`src/rtl/fpu_pkg.sv`:
```
// Shared types and constants for the single-precision FP issue controller.
package fpu_pkg;

    typedef enum logic [3:0] {
        OP_ADD   = 4'd0,
        OP_SUB   = 4'd1,
        OP_MUL   = 4'd2,
        OP_DIV   = 4'd3,
        OP_SQRT  = 4'd4,
        OP_SGNJ  = 4'd5,
        OP_SGNJN = 4'd6,
        OP_SGNJX = 4'd7,
        OP_MIN   = 4'd8,
        OP_MAX   = 4'd9
    } fp_op_e;

    typedef enum logic [1:0] {
        ST_IDLE  = 2'd0,
        ST_ISSUE = 2'd1,
        ST_WAIT  = 2'd2,
        ST_WB    = 2'd3
    } state_e;

    localparam logic [6:0] OPC_OP_FP = 7'b1010011;
    localparam logic [1:0] FMT_S     = 2'b00;
    localparam logic [2:0] RM_DYN    = 3'b111;

    // Static rounding modes 000..100 are defined; 101/110 are reserved.
    function automatic logic rm_is_valid(input logic [2:0] rm);
        return rm <= 3'b100;
    endfunction

endpackage

```
`src/rtl/fp_issue_ctrl_if.sv`:
```
// Instruction, FPU and writeback handshake bundle for fp_issue_ctrl.
interface fp_issue_ctrl_if;

    logic        instr_valid_i;
    logic [31:0] instr_i;
    logic        instr_ready_o;
    logic [2:0]  frm_i;
    logic        flush_i;
    logic        fpu_start_o;
    logic [3:0]  fpu_op_o;
    logic [2:0]  fpu_rm_o;
    logic [4:0]  fpu_rs1_o;
    logic [4:0]  fpu_rs2_o;
    logic        fpu_done_i;
    logic        fp_we_o;
    logic [4:0]  fp_waddr_o;
    logic        illegal_o;
    logic        timeout_o;
    logic        busy_o;

    modport slave (
        input  instr_valid_i, instr_i, frm_i, flush_i, fpu_done_i,
        output instr_ready_o, fpu_start_o, fpu_op_o, fpu_rm_o, fpu_rs1_o,
               fpu_rs2_o, fp_we_o, fp_waddr_o, illegal_o, timeout_o, busy_o
    );

    modport master (
        output instr_valid_i, instr_i, frm_i, flush_i, fpu_done_i,
        input  instr_ready_o, fpu_start_o, fpu_op_o, fpu_rm_o, fpu_rs1_o,
               fpu_rs2_o, fp_we_o, fp_waddr_o, illegal_o, timeout_o, busy_o
    );

endinterface

```
`src/rtl/fp_decode.sv`:
```
// Combinational OP-FP single-precision decoder: operation, rounding mode, legality.
module fp_decode
    import fpu_pkg::*;
#(
    parameter int unsigned EN_DIVSQRT = 1
) (
    input  logic [31:0] instr,
    input  logic [2:0]  frm,
    output fp_op_e      op,
    output logic [2:0]  rm,
    output logic        illegal
);

    logic [4:0] funct5;
    logic [2:0] funct3;
    logic       arith;
    logic       unused_fields;

    assign funct5        = instr[31:27];
    assign funct3        = instr[14:12];
    assign unused_fields = ^{instr[19:15], instr[11:7]};

    always_comb begin
        op      = OP_ADD;
        rm      = funct3;
        illegal = 1'b0;
        arith   = 1'b0;

        case (funct5)
            5'b00000: begin op = OP_ADD; arith = 1'b1; end
            5'b00001: begin op = OP_SUB; arith = 1'b1; end
            5'b00010: begin op = OP_MUL; arith = 1'b1; end
            5'b00011: begin
                op    = OP_DIV;
                arith = 1'b1;
                if (EN_DIVSQRT == 0) illegal = 1'b1;
            end
            5'b01011: begin
                op    = OP_SQRT;
                arith = 1'b1;
                if (EN_DIVSQRT == 0 || instr[24:20] != 5'd0) illegal = 1'b1;
            end
            5'b00100: begin
                case (funct3)
                    3'b000:  op = OP_SGNJ;
                    3'b001:  op = OP_SGNJN;
                    3'b010:  op = OP_SGNJX;
                    default: illegal = 1'b1;
                endcase
            end
            5'b00101: begin
                case (funct3)
                    3'b000:  op = OP_MIN;
                    3'b001:  op = OP_MAX;
                    default: illegal = 1'b1;
                endcase
            end
            default: illegal = 1'b1;
        endcase

        // Arithmetic ops resolve the dynamic mode; sign-inject/min/max keep funct3 as-is.
        if (arith) begin
            if (funct3 == RM_DYN) begin
                rm = frm;
                if (!rm_is_valid(frm)) illegal = 1'b1;
            end else if (!rm_is_valid(funct3)) begin
                illegal = 1'b1;
            end
        end

        if (instr[6:0] != OPC_OP_FP || instr[26:25] != FMT_S) illegal = 1'b1;
    end

endmodule

```
`src/rtl/fp_issue_ctrl.sv`:
```
// Issue controller: accepts one FP instruction, starts the FPU, waits with
// timeout, then writes the destination register.
module fp_issue_ctrl
    import fpu_pkg::*;
#(
    parameter int unsigned EN_DIVSQRT = 1,
    parameter int unsigned TIMEOUT    = 64
) (
    input  logic           clk,
    input  logic           rst,
    fp_issue_ctrl_if.slave bus
);

    localparam logic [9:0] CNT_LAST = 10'(TIMEOUT - 1);

    state_e     state;
    logic [9:0] cnt;
    fp_op_e     op_q;
    logic [2:0] rm_q;
    logic [4:0] rs1_q;
    logic [4:0] rs2_q;
    logic [4:0] rd_q;
    logic       illegal_q;
    logic       we_q;

    fp_op_e     dec_op;
    logic [2:0] dec_rm;
    logic       dec_illegal;
    logic       ready;
    logic       accept;
    logic       timeout_hit;

    fp_decode #(
        .EN_DIVSQRT(EN_DIVSQRT)
    ) u_decode (
        .instr  (bus.instr_i),
        .frm    (bus.frm_i),
        .op     (dec_op),
        .rm     (dec_rm),
        .illegal(dec_illegal)
    );

    // Ready is gated by rst so every output reads zero while reset is held.
    assign ready       = (state == ST_IDLE) & ~bus.flush_i & ~rst;
    assign accept      = bus.instr_valid_i & ready;
    assign timeout_hit = (state == ST_WAIT) & (cnt == CNT_LAST)
                       & ~bus.fpu_done_i & ~bus.flush_i;

    assign bus.instr_ready_o = ready;
    assign bus.fpu_start_o   = (state == ST_ISSUE) & ~bus.flush_i;
    assign bus.timeout_o     = timeout_hit;
    assign bus.busy_o        = (state != ST_IDLE);
    assign bus.illegal_o     = illegal_q;
    assign bus.fp_we_o       = we_q;
    assign bus.fpu_op_o      = op_q;
    assign bus.fpu_rm_o      = rm_q;
    assign bus.fpu_rs1_o     = rs1_q;
    assign bus.fpu_rs2_o     = rs2_q;
    assign bus.fp_waddr_o    = rd_q;

    always_ff @(posedge clk or posedge rst) begin
        if (rst) begin
            state     <= ST_IDLE;
            cnt       <= '0;
            op_q      <= OP_ADD;
            rm_q      <= '0;
            rs1_q     <= '0;
            rs2_q     <= '0;
            rd_q      <= '0;
            illegal_q <= 1'b0;
            we_q      <= 1'b0;
        end else begin
            illegal_q <= 1'b0;
            we_q      <= 1'b0;
            case (state)
                ST_IDLE: begin
                    if (accept) begin
                        if (dec_illegal) begin
                            illegal_q <= 1'b1;
                        end else begin
                            op_q  <= dec_op;
                            rm_q  <= dec_rm;
                            rs1_q <= bus.instr_i[19:15];
                            rs2_q <= bus.instr_i[24:20];
                            rd_q  <= bus.instr_i[11:7];
                            cnt   <= '0;
                            state <= ST_ISSUE;
                        end
                    end
                end
                ST_ISSUE: begin
                    if (bus.flush_i) begin
                        state <= ST_IDLE;
                    end else if (bus.fpu_done_i) begin
                        we_q  <= 1'b1;
                        state <= ST_WB;
                    end else begin
                        state <= ST_WAIT;
                    end
                end
                ST_WAIT: begin
                    if (bus.flush_i) begin
                        state <= ST_IDLE;
                    end else if (bus.fpu_done_i) begin
                        we_q  <= 1'b1;
                        state <= ST_WB;
                    end else if (cnt == CNT_LAST) begin
                        state <= ST_IDLE;
                    end else begin
                        cnt <= cnt + 10'd1;
                    end
                end
                ST_WB: begin
                    state <= ST_IDLE;
                end
                default: state <= ST_IDLE;
            endcase
        end
    end

endmodule

```
`src/flat_wrapper.sv`:
```
// flat-port wrapper written by rule: the top's interface ports become plain ports
module fp_issue_ctrl_flat import fpu_pkg::*;
#(
    parameter int unsigned EN_DIVSQRT = 1,
    parameter int unsigned TIMEOUT    = 64
)
  (clk, rst, bus_instr_valid_i, bus_instr_i, bus_frm_i, bus_flush_i, bus_fpu_done_i, bus_instr_ready_o, bus_fpu_start_o, bus_fpu_op_o, bus_fpu_rm_o, bus_fpu_rs1_o, bus_fpu_rs2_o, bus_fp_we_o, bus_fp_waddr_o, bus_illegal_o, bus_timeout_o, bus_busy_o);
  fp_issue_ctrl_if bus_i ();
  input  logic clk;
  input  logic rst;
  input wire logic [$bits(bus_i.instr_valid_i)-1:0] bus_instr_valid_i;
  input wire logic [$bits(bus_i.instr_i)-1:0] bus_instr_i;
  input wire logic [$bits(bus_i.frm_i)-1:0] bus_frm_i;
  input wire logic [$bits(bus_i.flush_i)-1:0] bus_flush_i;
  input wire logic [$bits(bus_i.fpu_done_i)-1:0] bus_fpu_done_i;
  output wire logic [$bits(bus_i.instr_ready_o)-1:0] bus_instr_ready_o;
  output wire logic [$bits(bus_i.fpu_start_o)-1:0] bus_fpu_start_o;
  output wire logic [$bits(bus_i.fpu_op_o)-1:0] bus_fpu_op_o;
  output wire logic [$bits(bus_i.fpu_rm_o)-1:0] bus_fpu_rm_o;
  output wire logic [$bits(bus_i.fpu_rs1_o)-1:0] bus_fpu_rs1_o;
  output wire logic [$bits(bus_i.fpu_rs2_o)-1:0] bus_fpu_rs2_o;
  output wire logic [$bits(bus_i.fp_we_o)-1:0] bus_fp_we_o;
  output wire logic [$bits(bus_i.fp_waddr_o)-1:0] bus_fp_waddr_o;
  output wire logic [$bits(bus_i.illegal_o)-1:0] bus_illegal_o;
  output wire logic [$bits(bus_i.timeout_o)-1:0] bus_timeout_o;
  output wire logic [$bits(bus_i.busy_o)-1:0] bus_busy_o;
  assign bus_i.instr_valid_i = bus_instr_valid_i;
  assign bus_i.instr_i = bus_instr_i;
  assign bus_i.frm_i = bus_frm_i;
  assign bus_i.flush_i = bus_flush_i;
  assign bus_i.fpu_done_i = bus_fpu_done_i;
  assign bus_instr_ready_o = bus_i.instr_ready_o;
  assign bus_fpu_start_o = bus_i.fpu_start_o;
  assign bus_fpu_op_o = bus_i.fpu_op_o;
  assign bus_fpu_rm_o = bus_i.fpu_rm_o;
  assign bus_fpu_rs1_o = bus_i.fpu_rs1_o;
  assign bus_fpu_rs2_o = bus_i.fpu_rs2_o;
  assign bus_fp_we_o = bus_i.fp_we_o;
  assign bus_fp_waddr_o = bus_i.fp_waddr_o;
  assign bus_illegal_o = bus_i.illegal_o;
  assign bus_timeout_o = bus_i.timeout_o;
  assign bus_busy_o = bus_i.busy_o;
  fp_issue_ctrl #(.EN_DIVSQRT(EN_DIVSQRT), .TIMEOUT(TIMEOUT)) u_core (.clk(clk), .rst(rst), .bus(bus_i));
endmodule
```
`config.mk`:
```
export PLATFORM = sky130hd
export DESIGN_NAME = fp_issue_ctrl_flat
export DESIGN_NICKNAME = d
export VERILOG_FILES = /design/src/rtl/fpu_pkg.sv /design/src/rtl/fp_issue_ctrl_if.sv /design/src/rtl/fp_decode.sv /design/src/rtl/fp_issue_ctrl.sv /design/src/flat_wrapper.sv
export SDC_FILE = /design/constraint.sdc
export NUM_CORES = 1
export LEC_CHECK = 0
export CORE_UTILIZATION = 36
export CTS_CLUSTER_DIAMETER = 80
export DETAILED_ROUTE_END_ITERATION = 8
export GPL_TIMING_DRIVEN = 1
export PLACE_DENSITY = 0.65
export SLEW_MARGIN = 20
export SYNTH_ARGS = -nofsm -noshare
export SYNTH_HDL_FRONTEND = slang
export SYNTH_SLANG_ARGS = --single-unit
```
`constraint.sdc`:
```
create_clock -name clk -period 4.25 [get_ports clk]
set_input_delay 0.85 -clock clk [delete_from_list [all_inputs] [get_ports clk]]
set_output_delay 0.85 -clock clk [all_outputs]
set_load 0.02 [all_outputs]
```
==> impl_metrics.env <==
export IMPL_synth_edf_count=0
export IMPL_p_leak_nw=1.178
export IMPL_antenna_found_initial=0
export IMPL_vias=1641
export IMPL_path_class="primary input to primary output"
export IMPL_placementRows=26
export IMPL_cts_resized=0
export IMPL_async_flop_share_pct=100.0
export IMPL_synth_cells=187
export IMPL_htreeDepth=2
export IMPL_avgSynthCellArea_um2=10.51
export IMPL_final_antenna_net_count=0
export IMPL_post_cts_setup_buffers=0
export IMPL_ys_top_cells_by_count="36 x dfrtp_1, 24 x nand2_1, 15 x mux2_2, 15 x o21ai_0, 8 x inv_1"
export IMPL_fin_crit_sh_pct=82.86
export IMPL_synthMostInstantiatedCell="dfrtp_1"
export IMPL_viasPerCell=5.049
export IMPL_synth_top_area_cell="dfrtp_1"
export IMPL_pin_count=68
export IMPL_critPathArrivalTime_ps=2670
export IMPL_dp_hpwl_mm=3.355
export IMPL_postCtsHoldBufs=0
export IMPL_path_clk_slew_ps=70
export IMPL_worstSkewPairLatency_ps=290
export IMPL_synth_fp_nets=232
export IMPL_ys_seq_area_share_pct=45.83
export IMPL_layout_cells_non_filler=325
export IMPL_cp_start_kind="primary input"
export IMPL_dpl_cell_count=317
export IMPL_n_antenna_cell=0
export IMPL_fin_nets=299
export IMPL_worst_r2r_path_depth=8
export IMPL_fp_coreArea_um2=5172
export IMPL_fin_skew_ps=7.179
export IMPL_yosysWarnings=0
export IMPL_die_x_um=75.89
export IMPL_holdPathStages=2
export IMPL_drc=0
export IMPL_ys_flop_type="dfrtp_1"
export IMPL_report_final_hold_viol_count=0
export IMPL_worst_slew_pin_slew_ps=946.5
export IMPL_gp_congestion=0.8363
export IMPL_syn2layout_area_growth_pct=41.50
export IMPL_fp_dieH_um=75.89
export IMPL_grt_max_degree=30
export IMPL_synth_cell_type_count=46
export IMPL_cp_end_kind="primary output"
export IMPL_outcome="complete, no violations"
export IMPL_rsz0062_at_grt="false"
export IMPL_routedWlPerCell_um=13.67
export IMPL_max_slew_margin_rel_pct=36.90
export IMPL_die_area_um2=5759
export IMPL_numClockSinks=36
export IMPL_root_buffer="clkbuf_8"
export IMPL_required_ps=3400
export IMPL_max_cap_viol_count=0
export IMPL_finalSetupTns_ps=0
export IMPL_clockBufferDepth=2
export IMPL_min_path_type="register to register"
export IMPL_cts_tree="built"
export IMPL_syn_cell_area_um2=1966
export IMPL_synth_top_area_share_pct=45.83
export IMPL_crit_fanout=5
export IMPL_setup_violations_final=0
export IMPL_synth_area_leaders="dfrtp_1 46%, mux2_2 8.6%, nand2_1 4.6%"
export IMPL_initial_utilization_pct=38.00
export IMPL_grt_pass1_vias=1526
export IMPL_drive_above_1_share_pct=16.08
export IMPL_powerDensity_nw_per_um2=328.6
export IMPL_maxSlewViolCount=0
export IMPL_fmax_ghz=0.2840
export IMPL_drt_iter0_drc=135
export IMPL_grt_overflow=0
export IMPL_peakVddDrop_mv=0.2221
export IMPL_drtPass1Iterations=4
export IMPL_synth_seq_cells=36
export IMPL_grt_util_all_layers_pct=16.63
export IMPL_final_min_clock_period_ps=3521
export IMPL_drt_wl_total_mm=4.443
export IMPL_numCtsBuffers=5
export IMPL_grt_pass1_wl_mm=7.058
export IMPL_portBuffers=67
==> metal layers <==
layer,part of all wire [%],track usage (%),wire [um],vias up
li1,-,-,-,823
met1,47,22.44,2097,767
met2,45,26.35,2012,45
met3,6.2,3.836,274,6
met4,1.3,5.556,59,0
met5,0,0,0,-
==> cells by family after synthesis <==
logic type | synth area share [%]
buffers and inverters | 4.073
xor gates and xnor gates | 0.4457
AOI/OAI and AO/OA | 19.10
DFF | 45.83
muxes | 9.357
and+or+nand+nor | 18.01
adders and majority gates | 3.183
==> per-stage QoR <==
stage / utilization [%] / total power [mW] / cell area (um2) / worst slack [ps] / hold WS, ps
2_1_floorplan: - / 0.5854 / 1966 / 1396 / 467.8
3_3_place_gp: 51.98 / 0.6688 / 2689 / 613.8 / 465.1
3_5_place_dp: 51.98 / 0.6723 / 2689 / 603.0 / 472.4
4_1_cts: 53.77 / 0.9260 / 2781 / 752.3 / 488.7
5_1_grt: 53.77 / 0.9663 / 2781 / 680.5 / 514.5
6_report: 53.77 / 0.9139 / 2781 / 728.6 / 485.0
==> cell usage in the layout, fill, tap and decap left out, types with 2 or more instances in the layout <==
cell / count
clkdlybuf4s50_1: 67
dfrtp_1: 36
nand2_1: 24
o21ai_0: 15
mux2_2: 15
inv_1: 8
a21oi_1: 7
nor3_1: 7
o41ai_1: 7
nor2_1: 6
a22o_1: 6
clkbuf_8: 6
ha_1: 5
nand3_1: 3
o41ai_2: 3
o211ai_1: 2
nand4_1: 2
and3_1: 2
nor2b_1: 2
or2_2: 2
and2_1: 2
clkinv_2: 2
buf_4: 2
==> power by group <==
part	internal, mW	leakage (nW)	switching (mW)
Combinational	0.118	0.627	0.176
Sequential	0.358	0.500	0.0128
Clock	0.129	0.0510	0.119
==> worst max-delay path, cell delays in order <==
cell             delay (ps)
clkdlybuf4s50_1         480
nor3_1                  600
clkdlybuf4s50_1         740
==> cell type report <==
class | instances | area [um2]
Tap cell | 70 | 87.58
Clock buffer | 6 | 82.58
Fill cell | 475 | 2391
Sequential cell | 36 | 900.9
Clock inverter | 2 | 10.01
Inverter | 8 | 30.03
Timing Repair Buffer | 69 | 685.7
Multi-Input combinational cell | 134 | 984.7
==> worst paths after layout <==
path                                                 to                    from  slack [ps]
worst max-delay path                  bus_instr_ready_o             bus_flush_i         730
worst min-delay path             u_core.bus.fpu_rm_o[1]  u_core.bus.fpu_rm_o[1]         480
worst max register to register            u_core.cnt[6]         u_core.state[0]        1410
worst min register to register   u_core.bus.fpu_rm_o[1]  u_core.bus.fpu_rm_o[1]         480
max in group asynchronous       u_core.bus.fpu_rs2_o[4]                     rst        2530
min in group asynchronous                 u_core.cnt[4]                     rst        1020
==> sequential cells by signal, indices dropped and copies added (netlist names) <==
name                   count
u_core.bus.illegal_o       1
u_core.cnt                10
u_core.state               2
u_core.bus.fp_we_o         1
u_core.bus.fpu_op_o        4
u_core.bus.fpu_rs1_o       5
u_core.bus.fp_waddr_o      5
u_core.bus.fpu_rm_o        3
u_core.bus.fpu_rs2_o       5
(Power assumes the default switching activity.)
